$ cat src/rtl/skinny_round_ctrl.sv
// Round sequencer for a SKINNY-style round-based cipher core.
// It drives load/enable and the 6-bit round constants, UNROLL rounds per clock.
module skinny_round_ctrl #(
  parameter int NR     = 40,
  parameter int UNROLL = 1,
  parameter int CNT_W  = 7
) (
  input  logic                  i_clk,
  input  logic                  i_reset,
  input  logic                  i_start,
  input  logic                  i_last,
  input  logic                  i_abort,
  input  logic                  i_out_ready,
  output logic                  o_ready,
  output logic                  o_busy,
  output logic                  o_core_load,
  output logic                  o_core_en,
  output logic [CNT_W-1:0]      o_round_cnt,
  output logic [6*UNROLL-1:0]   o_rc,
  output logic                  o_done,
  output logic                  o_done_last
);

  // state | meaning
  // IDLE  | no block in flight, start accepted
  // RUN   | rounds executing, datapath updates every cycle
  // DONE  | result held in datapath until out_ready or abort

  generate
    if ((NR % UNROLL) != 0) begin : g_bad_unroll
      $error("skinny_round_ctrl: NR must be a multiple of UNROLL");
    end
    if ((2 ** CNT_W) <= NR) begin : g_bad_cnt_w
      $error("skinny_round_ctrl: CNT_W too narrow for NR");
    end
  endgenerate

  typedef enum logic [1:0] {
    S_IDLE = 2'd0,
    S_RUN  = 2'd1,
    S_DONE = 2'd2
  } state_t;

  localparam logic [CNT_W-1:0] LP_CNT_LAST = CNT_W'(NR - UNROLL);
  localparam logic [CNT_W-1:0] LP_STEP     = CNT_W'(UNROLL);
  localparam int               LP_LANE_TOP = 6 * (UNROLL - 1);

  state_t              r_state;
  state_t              w_state_nxt;
  logic [CNT_W-1:0]    r_cnt;
  logic [CNT_W-1:0]    w_cnt_nxt;
  logic [5:0]          r_lfsr;
  logic [5:0]          w_lfsr_nxt;
  logic                r_last;
  logic                w_last_nxt;
  logic [6*UNROLL-1:0] w_lanes;
  logic                w_accept;

  function automatic logic [5:0] f_step(input logic [5:0] v);
    return {v[4:0], v[5] ^ v[4] ^ 1'b1};
  endfunction

  // Lane k holds the constant k+1 LFSR steps ahead of the register.
  always_comb begin
    logic [5:0] v;
    v       = r_lfsr;
    w_lanes = '0;
    for (int k = 0; k < UNROLL; k++) begin
      v                = f_step(v);
      w_lanes[6*k +: 6] = v;
    end
  end

  assign w_accept = i_start && !i_abort &&
                    ((r_state == S_IDLE) || ((r_state == S_DONE) && i_out_ready));

  always_ff @(posedge i_clk or negedge i_reset) begin
    if (!i_reset) begin
      r_state <= S_IDLE;
      r_cnt   <= '0;
      r_lfsr  <= 6'h00;
      r_last  <= 1'b0;
    end else begin
      r_state <= w_state_nxt;
      r_cnt   <= w_cnt_nxt;
      r_lfsr  <= w_lfsr_nxt;
      r_last  <= w_last_nxt;
    end
  end

  always_comb begin
    w_state_nxt = r_state;
    w_cnt_nxt   = r_cnt;
    w_lfsr_nxt  = r_lfsr;
    w_last_nxt  = r_last;
    o_ready     = 1'b0;
    o_busy      = 1'b0;
    o_core_load = 1'b0;
    o_core_en   = 1'b0;
    o_round_cnt = '0;
    o_rc        = '0;
    o_done      = 1'b0;
    o_done_last = 1'b0;

    case (r_state)
      S_IDLE: begin
        o_ready = 1'b1;
      end
      S_RUN: begin
        o_busy      = 1'b1;
        o_core_en   = 1'b1;
        o_round_cnt = r_cnt;
        o_rc        = w_lanes;
        w_cnt_nxt   = r_cnt + LP_STEP;
        w_lfsr_nxt  = w_lanes[LP_LANE_TOP +: 6];
        if (r_cnt == LP_CNT_LAST) begin
          w_state_nxt = S_DONE;
          w_cnt_nxt   = '0;
          w_lfsr_nxt  = 6'h00;
        end
      end
      S_DONE: begin
        o_busy      = 1'b1;
        o_done      = 1'b1;
        o_done_last = r_last;
        o_ready     = i_out_ready;
        if (i_out_ready) begin
          w_state_nxt = S_IDLE;
        end
      end
      default: begin
        w_state_nxt = S_IDLE;
      end
    endcase

    // Reload is shared between IDLE and the back-to-back path out of DONE.
    if (w_accept) begin
      o_core_load = 1'b1;
      o_core_en   = 1'b1;
      w_state_nxt = S_RUN;
      w_cnt_nxt   = '0;
      w_lfsr_nxt  = 6'h00;
      w_last_nxt  = i_last;
    end

    if (i_abort) begin
      w_state_nxt = S_IDLE;
      w_cnt_nxt   = '0;
      w_lfsr_nxt  = 6'h00;
    end
  end

endmodule

$ cat config.mk
export PLATFORM = sky130hd
export DESIGN_NAME = skinny_round_ctrl
export DESIGN_NICKNAME = d
export VERILOG_FILES = /design/src/rtl/skinny_round_ctrl.sv
export SDC_FILE = /design/constraint.sdc
export NUM_CORES = 1
export LEC_CHECK = 0
export BUFFER_PORTS_ARGS = -buffer_cell sky130_fd_sc_hd__buf_2
export CORE_UTILIZATION = 30
export DETAILED_ROUTE_END_ITERATION = 6
export HOLD_SLACK_MARGIN = 0.12
export PLACE_DENSITY = 0.49
export RECOVER_POWER = 50
export SYNTH_ARGS = -nofsm -noshare
export SYNTH_HDL_FRONTEND = slang
export SYNTH_SLANG_ARGS = --single-unit
$ cat constraint.sdc
create_clock -name i_clk -period 2.81 [get_ports i_clk]
set_input_delay 0 -clock i_clk [delete_from_list [all_inputs] [get_ports i_clk]]
set_output_delay 0 -clock i_clk [all_outputs]
set_load 0.02 [all_outputs]
==> results.md <==
- Fin crit period: roughly 2300 ps
- Vias per cell: between 4 and 5
- Worst setup path end: o_round_cnt[5]
- R2R depth: 6
- Clock share of power: 0.305
- Synth Instances: around 110
- Post-Synth Adder-Cell Area: 0.0513
- Num CTS Buffers: 3
- Hold Path Stages: 4
- Reg2reg end: r_state[0]
- P_leak: 0.000528 uW
- Vias: 885
- Clock sinks: 16
- Clock root cell: clkbuf_4
- Final Routed Wirelength: 2350 um
- Power per cell area: roughly 430 nW/um^2
- Fmax: approximately 430 MHz
- CP Launch Type: register
- YS warnings: 0
- Worst R2R Start: r_state[1]
- Hpwl dp: 1580 um
- CTS tree: built
- Layout filler cell count: ~330
- Final cycle utilization of the critical path: 0.830
- Sw power: between 150 and 200 uW
- Post-CTS Resized: 0
- Main combinational cell family by area after synthesis: simple AND/OR/NAND/NOR gates
- Clock skew: around 7.6 ps
- Peak VDD IR: about 0.0002 V
- # IOs: 25
- Setup Crit Path Kind: register to output port
- Worst Setup SP: r_state[1]
- Normalized max-slew margin: 0.378
- Hold Fails Final Rpt: 0
- Post-synthesis sequential area ratio: 0.411
- GPL Wtd Cong: between 0.7 and 0.8
- Post-DRT Antenna Nets: 0
- Global-route wire length before repair: between 3000 and 4000 um
- Max cap viols: 0
- Overflow after GRT: 0
- CTS clock-pin slew for the worst setup and hold paths: around 100 ps
- Die width: ~59 um
- Die height: ~59 um
- GR Util All Layers: 0.152
- Post-Synth Simple-Gate Area: 0.213
- Cell variety after synth: 34
- Initial antenna violation count: 0
- Syn avg cell area: 8.78 um^2
- Fin. max-slew vios: 0
- Int Pwr: about 360 uW
- Buffers on Ports: 24
- #FFs+latches synth: 16
- Largest net degree at the start of global routing: 20
- DR WL/cell: ~13 um
- Post-synthesis xor/xnor area fraction: 0.0270
- # H-tree levels: 1
- Worst Setup End Kind: output port
- Critical Path RT: approximately 2800 ps
- Status: finished clean
- Initial Utilization: 0.317
- Final setup TNS: 0 ps
- Mux cell area share after synthesis: 0.0116
- RSZ-0062 raised after global routing: no
- Clock Path Buffers: 2
- Share of cells above drive strength 1: 0.186
- Vias in the first global route: approximately 840
- Final Setup Violations: 0
- Cell Area, Synth: slightly below 1000 um^2
- Register area: ~400 um^2
- Inserted Diodes: 0
- Remaining DRCs: 0
- Overall Power: approximately 520 uW
- Core Area: 3080 um^2
- 1st-iter DRT viols: 15
- Hold Path Class: input pin to register
- Worst EP arrival: around 2300 ps
- Synth Area in Compound Gates: 0.205
- Clock Latency Late Sink: 290 ps
- Worst slew pin tran: between 900 and 1000 ps
- Logic pwr share: 0.221
- Drt first pass iters: 4
- Crit-path max FO: 19
- Post-synth net total: around 120
- FF-to-FF setup slack: a little under 500 ps
- Seq pwr share: 0.474
- Layout net count: 151
- Sw Share: 0.315
- Die area: between 3000 and 4000 um^2
- Area of the multi-input gates: 495 um^2
- Layout area overhead: 23.0%
- Row count: 20
-- power by group through the flow --
| stage | Clock, uW | Combinational, uW | Sequential (uW) |
|---|---|---|---|
| floorplan | 0 | 79.6 | 249 |
| global placement | 0 | 111 | 250 |
| detailed placement | 0 | 111 | 251 |
| CTS | 166 | 118 | 246 |
| global route | 175 | 127 | 248 |
| finish | 158 | 114 | 246 |
-- flip-flops by register name, summed over array words and instances, names as in the netlist --
register and flops:
r_cnt 7, r_state 2, r_last 1, r_lfsr 6
-- layout make-up --
class                   instances  area share
clock buffers                   4      0.0303
inverters                      10      0.0313
multi-input cells              79       0.413
flip-flops and latches         16       0.334
well taps                      44      0.0459
repair buffers                 31       0.145
-- cells in the final DEF, fill, tap and decap left out, drive strengths merged, types with 2 or more instances in the layout --
| master | instances |
|---|---|
| a21oi | 12 |
| a311oi | 2 |
| and2 | 11 |
| buf | 19 |
| clkbuf | 11 |
| dfrtp | 16 |
| dlygate4sd3 | 5 |
| ha | 4 |
| inv | 10 |
| nand2 | 9 |
| nand2b | 2 |
| nand3 | 2 |
| nand4 | 3 |
| nor2 | 5 |
| o211ai | 3 |
| o21ai | 9 |
| xnor2 | 2 |
-- kinds of logic after synthesis --
logic type / Yosys count
and+or+nand+nor: 38
DFF: 16
buffers and inverters: 16
xor gates and xnor gates: 3
AOI/OAI and AO/OA: 33
adders and majority gates: 4
muxes: 1
-- metal layers --
| layer | vias up | wire length [um] | track usage |
|---|---|---|---|
| met2 | 18 | 1120 | 0.253 |
| met1 | 422 | 1150 | 0.200 |
| met5 | - | 0 | 0 |
| met3 | 2 | 64 | 0.0262 |
| li1 | 443 | - | - |
| met4 | 0 | 17 | 0.0510 |
-- metrics by stage --
step | util | hold WS, ps | worst slack [ps] | area [um^2] | std cells
final | 0.389 | 212 | 478 | 1200 | 184
after global routing | 0.389 | 232 | 227 | 1200 | 184
after CTS | 0.393 | 154 | 576 | 1210 | 184
after detailed placement | 0.365 | -53.5 | 1120 | 1120 | 175
after global placement | 0.365 | -57.5 | 1100 | 1120 | 175
after floorplan | - | -296 | 829 | 975 | 111
-- repair_timing --
item                                   in CTS  in global routing
hold buffers                                5                  0
endpoints found under the hold margin      20                  0
setup buffers                               0                  0
-- how the worst min path moves through the flow --
| stage | startpoint | to | slack (ps) |
|---|---|---|---|
| 2_1_floorplan | i_reset | r_cnt[0] | -300 |
| 5_1_grt | i_out_ready | r_state[1] | 230 |
| 3_3_place_gp | i_reset | r_lfsr[1] | -60 |
| 4_1_cts | i_reset | r_lfsr[1] | 150 |
| 3_5_place_dp | i_reset | r_lfsr[1] | -50 |
| 6_report | i_out_ready | r_state[1] | 210 |
-- worst max-delay path: stages (launching register included) --
cell and delay [ps]:
dfrtp_1 390, inv_1 100, ha_1 150, clkbuf_1 550, inv_1 400, nor2_1 250
buf_2 200
-- synth_stat cells --
library cell | n | share of area
o31a_1 | 1 | 0.0090
a311oi_1 | 2 | 0.018
o2111ai_1 | 1 | 0.0090
o21bai_1 | 1 | 0.0077
nand2b_1 | 2 | 0.013
ha_1 | 4 | 0.051
a2bb2oi_1 | 1 | 0.0090
a211oi_1 | 1 | 0.0077
nand3_1 | 2 | 0.010
dfrtp_1 | 16 | 0.41
inv_1 | 10 | 0.039
o211ai_1 | 3 | 0.023
nand4b_1 | 1 | 0.0090
o31ai_1 | 1 | 0.0077
buf_2 | 3 | 0.015
a21oi_1 | 12 | 0.062
and2_1 | 10 | 0.064
o21ai_0 | 7 | 0.036
buf_6 | 1 | 0.012
nand4_1 | 3 | 0.019
nor3_1 | 1 | 0.0051
buf_4 | 2 | 0.015
xor2_1 | 1 | 0.0090
and4_1 | 1 | 0.0090
mux2_2 | 1 | 0.012
and2_2 | 1 | 0.0077
or3b_1 | 1 | 0.0090
or2_2 | 1 | 0.0064
xnor2_1 | 2 | 0.018
or3_1 | 1 | 0.0064
nor2_1 | 5 | 0.019
o21ai_1 | 2 | 0.010
nand2_1 | 9 | 0.035
o22ai_1 | 1 | 0.0064
No activity file was read; power rests on OpenSTA's default activity.
